`src/rtl/inst_fetch_queue.sv`:
```
// Instruction-fetch front end: owns the PC, issues in-order fetch requests,
// buffers returned instructions in a DEPTH-entry prefetch queue and flushes
// on branch/jump redirect while discarding stale in-flight responses.
// Optional build macro IFQ_PERF_CNT_EN adds flush/starve performance counters.
module inst_fetch_queue #(
  parameter int unsigned ADDR_W = 32,
  parameter int unsigned DATA_W = 32,
  parameter int unsigned DEPTH = 4,
  parameter logic [ADDR_W-1:0] RESET_PC = '0
) (
  input  logic                     CLK,
  input  logic                     Reset,
  output logic                     imem_req_valid,
  input  logic                     imem_req_ready,
  output logic [ADDR_W-1:0]        imem_req_addr,
  input  logic                     imem_rsp_valid,
  input  logic [DATA_W-1:0]        imem_rsp_data,
  input  logic                     redirect_valid,
  input  logic [ADDR_W-1:0]        redirect_addr,
  output logic                     inst_valid,
  input  logic                     inst_ready,
  output logic [DATA_W-1:0]        inst_data,
  output logic [ADDR_W-1:0]        inst_pc,
  output logic [ADDR_W-1:0]        inst_pc_next,
  output logic [$clog2(DEPTH):0]   queue_count
`ifdef IFQ_PERF_CNT_EN
  ,
  output logic [15:0]              perf_flush_cnt,
  output logic [15:0]              perf_starve_cnt
`endif
);

  localparam int unsigned PW = $clog2(DEPTH);
  localparam int unsigned CW = PW + 1;

  typedef enum logic [1:0] {IDLE, FETCH, FLUSH} ifqState;

  ifqState           state, stateNext;
  logic [ADDR_W-1:0] pc;
  logic [CW-1:0]     outstanding, outstandingNext;
  logic [CW-1:0]     discard, discardNext;
  logic [CW-1:0]     count;
  logic [CW:0]       occupancy;

  logic [ADDR_W-1:0] addrFifo [DEPTH];
  logic [PW-1:0]     afWr, afRd;

  logic [DATA_W-1:0] qData [DEPTH];
  logic [ADDR_W-1:0] qPc [DEPTH];
  logic [PW-1:0]     qHead, qTail;

  logic reqFire, rspFire, push, pop;

  assign reqFire = imem_req_valid && imem_req_ready;
  // Responses with nothing outstanding (e.g. after reset) are ignored.
  assign rspFire = imem_rsp_valid && (outstanding != '0);
  assign push = rspFire && (discard == '0) && !redirect_valid;
  assign pop = inst_valid && inst_ready;
  assign outstandingNext = outstanding + CW'(reqFire) - CW'(rspFire);
  assign occupancy = {1'b0, count} + {1'b0, outstanding};

  assign imem_req_addr = pc;
  assign queue_count = count;
  assign inst_valid = (count != '0);
  assign inst_data = inst_valid ? qData[qHead] : '0;
  assign inst_pc = inst_valid ? qPc[qHead] : '0;
  assign inst_pc_next = inst_pc + ADDR_W'(4);

  // Stale-response budget: a redirect marks everything still in flight stale.
  always_comb begin
    discardNext = discard;
    if (redirect_valid) begin
      discardNext = outstandingNext;
    end else if (rspFire && (discard != '0)) begin
      discardNext = discard - CW'(1);
    end
  end

  // Next-state and request-issue logic; redirect overrides the normal flow.
  always_comb begin
    stateNext = state;
    imem_req_valid = 1'b0;
    unique case (state)
      IDLE:  stateNext = FETCH;
      FETCH: imem_req_valid = (occupancy < (CW+1)'(DEPTH));
      FLUSH: if (discardNext == '0) stateNext = FETCH;
      default: stateNext = IDLE;
    endcase
    if (redirect_valid) begin
      stateNext = (discardNext != '0) ? FLUSH : FETCH;
    end
  end

  // State register.
  always_ff @(posedge CLK or posedge Reset) begin
    if (Reset) state <= IDLE;
    else state <= stateNext;
  end

  // PC and in-flight bookkeeping.
  always_ff @(posedge CLK or posedge Reset) begin
    if (Reset) begin
      pc <= RESET_PC;
      outstanding <= '0;
      discard <= '0;
    end else begin
      if (redirect_valid) pc <= redirect_addr;
      else if (reqFire) pc <= pc + ADDR_W'(4);
      outstanding <= outstandingNext;
      discard <= discardNext;
    end
  end

  // Address FIFO pointers: one entry per accepted request, retired by its response.
  always_ff @(posedge CLK or posedge Reset) begin
    if (Reset) begin
      afWr <= '0;
      afRd <= '0;
    end else begin
      if (reqFire) afWr <= afWr + PW'(1);
      if (rspFire) afRd <= afRd + PW'(1);
    end
  end

  // Address FIFO storage.
  always_ff @(posedge CLK) begin
    if (reqFire) addrFifo[afWr] <= pc;
  end

  // Instruction queue storage; each entry carries the PC of its own request.
  always_ff @(posedge CLK) begin
    if (push) begin
      qData[qTail] <= imem_rsp_data;
      qPc[qTail] <= addrFifo[afRd];
    end
  end

  // Instruction queue pointers and occupancy; redirect empties the queue.
  always_ff @(posedge CLK or posedge Reset) begin
    if (Reset) begin
      qHead <= '0;
      qTail <= '0;
      count <= '0;
    end else if (redirect_valid) begin
      qHead <= '0;
      qTail <= '0;
      count <= '0;
    end else begin
      if (push) qTail <= qTail + PW'(1);
      if (pop) qHead <= qHead + PW'(1);
      count <= count + CW'(push) - CW'(pop);
    end
  end

`ifdef IFQ_PERF_CNT_EN
  // Saturating counters for redirects and cycles with nothing to hand to ID.
  always_ff @(posedge CLK or posedge Reset) begin
    if (Reset) begin
      perf_flush_cnt <= '0;
      perf_starve_cnt <= '0;
    end else begin
      if (redirect_valid && (perf_flush_cnt != '1))
        perf_flush_cnt <= perf_flush_cnt + 16'd1;
      if ((state == FETCH || state == FLUSH) && !inst_valid && (perf_starve_cnt != '1))
        perf_starve_cnt <= perf_starve_cnt + 16'd1;
    end
  end
`endif

endmodule

```
`config.mk`:
```
export PLATFORM = sky130hd
export DESIGN_NAME = inst_fetch_queue
export DESIGN_NICKNAME = d
export VERILOG_FILES = /design/src/rtl/inst_fetch_queue.sv
export SDC_FILE = /design/constraint.sdc
export NUM_CORES = 1
export LEC_CHECK = 0
export ABC_CLOCK_PERIOD_IN_PS = 3900
export CAP_MARGIN = 5
export CELL_PAD_IN_SITES_DETAIL_PLACEMENT = 1
export CELL_PAD_IN_SITES_GLOBAL_PLACEMENT = 1
export CORE_MARGIN = 1.5
export CORE_UTILIZATION = 48
export CTS_BUF_LIST = sky130_fd_sc_hd__clkbuf_16
export CTS_CLUSTER_SIZE = 16
export DETAILED_ROUTE_END_ITERATION = 10
export PLACE_DENSITY = 0.79
export SLEW_MARGIN = 20
export SYNTH_ARGS = -nofsm -noshare
export SYNTH_HDL_FRONTEND = slang
export SYNTH_SLANG_ARGS = --single-unit
```
`constraint.sdc`:
```
create_clock -name CLK -period 3.9 [get_ports CLK]
set_input_delay 1.17 -clock CLK [delete_from_list [all_inputs] [get_ports CLK]]
set_output_delay 1.17 -clock CLK [all_outputs]
set_load 0.03 [all_outputs]
```
==> impl_metrics.tcl <==
set metrics [dict create \
    synth_cells 994 \
    hp-class "flop to flop" \
    htreeDepth 2 \
    netlist_area_sq_mm 0.0180 \
    die_height_um 197 \
    synth.ff_latch_count 435 \
    overflow 0 \
    synth_top_area_cell "edfxtp_1" \
    status "finished, violations left" \
    grt_max_degree 71 \
    yosys_warnings 0 \
    ys_seq_area_share_pct 71.2 \
    worst_pin_slew_ps 843 \
    ant_nets 0 \
    dieWidth_um 197 \
    coreArea_sq_mm 0.0368 \
    max_freq_mhz 227 \
    layout-drive-gt1-share_pct 28.6 \
    yosysUniqueCellTypes 48 \
    yosys-top-cells-area "edfxtp_1 64%, mux4_2 11%, dfrtp_1 7.1%, and2_1 1.9%, xnor2_1 1.8%" \
    rsz0062_at_grt "true" \
    syn_to_final_growth_pct 30.6 \
    hpwl_um 28600 \
    setup_viol 23 \
    critPathMaxFanout 5 \
    post-route-min-period_ps 4400 \
    synth_edf_count 384 \
    clock_skew_ps 9.74 \
    synth_top_cell_area_share_pct 64.1 \
    finalHoldViolCount 0 \
    startpoint_type "flop" \
    clk_latency_ps 550 \
    grt_usage_pct 23.2 \
    synth_ff_type "edfxtp_1" \
    maxCapViolCount 0 \
    worstSetupPathType "flop to output pin" \
    routabilityCongestion 0.779 \
    drt_iter0_markers 542 \
    grt_antenna_before_repair 1 \
    start_util_pct 48.9 \
    arrival_ps 3230 \
    power_density_mw_per_mm2 718 \
    numCtsBuffers 46 \
    violations "setup timing" \
    ir_worst_vdd_v 0.000343 \
    synth_nets 1084 \
    postSynthAreaPerCell_sq_um 18.1 \
    synth_most_common_cell "edfxtp_1" \
    worst_ep_required_time_ps 2730 \
    dieArea_sq_mm 0.0386 \
    viasPerCell 5.61 \
    maxSlewViolCount 0 \
    power_w 0.0169 \
    firstDrtPassIters 4 \
    grt_pass1_wl_um 66900 \
    worst_slack_ps -501 \
    clock-sinks 435 \
    fin_setup_tns_ps -8150 \
    async_flop_share_pct 11.7 \
    path_clk_slew_ps 60 \
    cts_buffer_depth 3 \
    nNetsFinal 1367 \
    tritoncts "yes" \
    end_kind "output pin" \
    ys_top_cells_by_count "384 x edfxtp_1, 89 x mux4_2, 76 x nand2_1, 56 x and2_1, 51 x dfrtp_1" \
    vias 9985 \
    postCtsHoldBufs 0 \
    ioPinCount 203 \
    fin_crit_sh_pct 113 \
    p_leak_nw 8.52 \
    rows 70 \
    wl_per_cell_um 25.2 \
    wirelength_um 44900 \
    io_buffers 202 \
    drc 0 \
    cts_root_buffer "clkbuf_16" \
    timing.slew.headroom_pct 43.8 \
    grt_pass1_vias 10800 \
]
[kinds of logic after synthesis]
family	after synthesis	synth area share, %
flops	435	71.2
xor+xnor	68	3.31
buf+inv	81	2.16
mux	110	13.3
fa+ha+maj	20	1.47
simple gates	243	7.41
compound gates	37	1.11
[metrics by stage]
stage	worst slack [ps]	util, %	hold slack, ps	cells	instance area [sq um]
global route	-597	63.8	567	1780	23500
CTS	-465	63.2	538	1766	23200
finish	-501	63.9	537	1781	23500
floorplan	10.9	-	465	994	18100
global placement	30.7	57.8	502	1670	21300
detailed placement	-118	57.8	519	1670	21300
[worst paths after layout]
path | startpoint | to | slack, ps | cells past startpoint
min | state[1]$_DFFE_PP0P_ | state[0]$_DFFE_PP0P_ | 540 | 1
max reg2reg | queue_count[1]$_DFF_PP0_ | state[1]$_DFFE_PP0P_ | 370 | 16
max in group asynchronous | Reset | imem_req_addr[20]$_DFFE_PP0N_ | 2130 | 3
min reg2reg | state[1]$_DFFE_PP0P_ | state[0]$_DFFE_PP0P_ | 540 | 1
max | qHead[0]$_DFFE_PP0P_ | inst_pc_next[22] | -500 | 13
min in group asynchronous | Reset | imem_req_addr[18]$_DFFE_PP0N_ | 1070 | 2
[layer usage]
metal,up-vias,part of all wire (%),GRT usage [%]
met4,0,2.0,5.97
li1,4381,-,-
met5,-,0,0
met3,60,6.0,4.19
met1,5200,42,31.7
met2,344,50,38.8
[power by group]
group | internal [W] | switching, W | leakage, nW
clock | 0.00259 | 0.00178 | 0.764
combinational | 0.00294 | 0.00362 | 3.68
sequential | 0.00559 | 0.000340 | 4.08
total | 0.0111 | 0.00574 | 8.52
[timing repair]
action / CTS / global route
resized for setup: 117 / 70
pin swaps: 17 / 26
setup buffers: 12 / 14
endpoints found under the setup margin: 78 / 47
cloned: 1 / 0
[sequential cells by signal (all words and copies together) (netlist names)]
signal and cells:
discard 3, qData 128, afRd 2, afWr 2, outstanding 3, qHead 2
addrFifo 128, imem_req_addr 32, qPc 128, qTail 2, state 2, queue_count 3
[worst max-delay path: stages (launching register included)]
cell and delay [ps]:
dfrtp_4 530, mux4_2 410, nand2_4 70, inv_4 60, ha_4 150, nand2_4 60, o22ai_4 190, nand3_4 140
buf_12 160, nor4b_4 210, buf_6 170, nand3_2 130, xnor2_4 240, buf_12 150
[cell type report]
cell class | count | area [sq um]
fillers | 3161 | 13300
flip-flops and latches | 435 | 12800
multi-input cells | 478 | 5320
repair buffers | 284 | 3120
clock buffers | 47 | 1180
well taps | 468 | 586
clock inverters | 36 | 335
inverters | 32 | 125
diodes | 1 | 2.50
[cell usage in the layout (no fill, tap or decap), types with 6 or more instances in the layout]
cell	count
o21ai_0	31
buf_4	57
xnor2_2	6
dfrtp_1	44
and3_1	8
clkinv_1	10
ha_1	17
xor2_1	25
nor2_1	17
xnor2_4	9
mux4_2	96
bufinv_16	6
nand2_1	70
buf_12	40
xnor2_1	21
clkbuf_16	48
and2_1	54
dlymetal6s2s_1	16
nand3_1	21
buf_6	11
clkinv_2	11
nand4_1	10
edfxtp_1	384
dlygate4sd2_1	31
inv_1	32
clkbuf_2	10
clkdlybuf4s50_1	110
No activity file was read; power rests on OpenSTA's default activity.
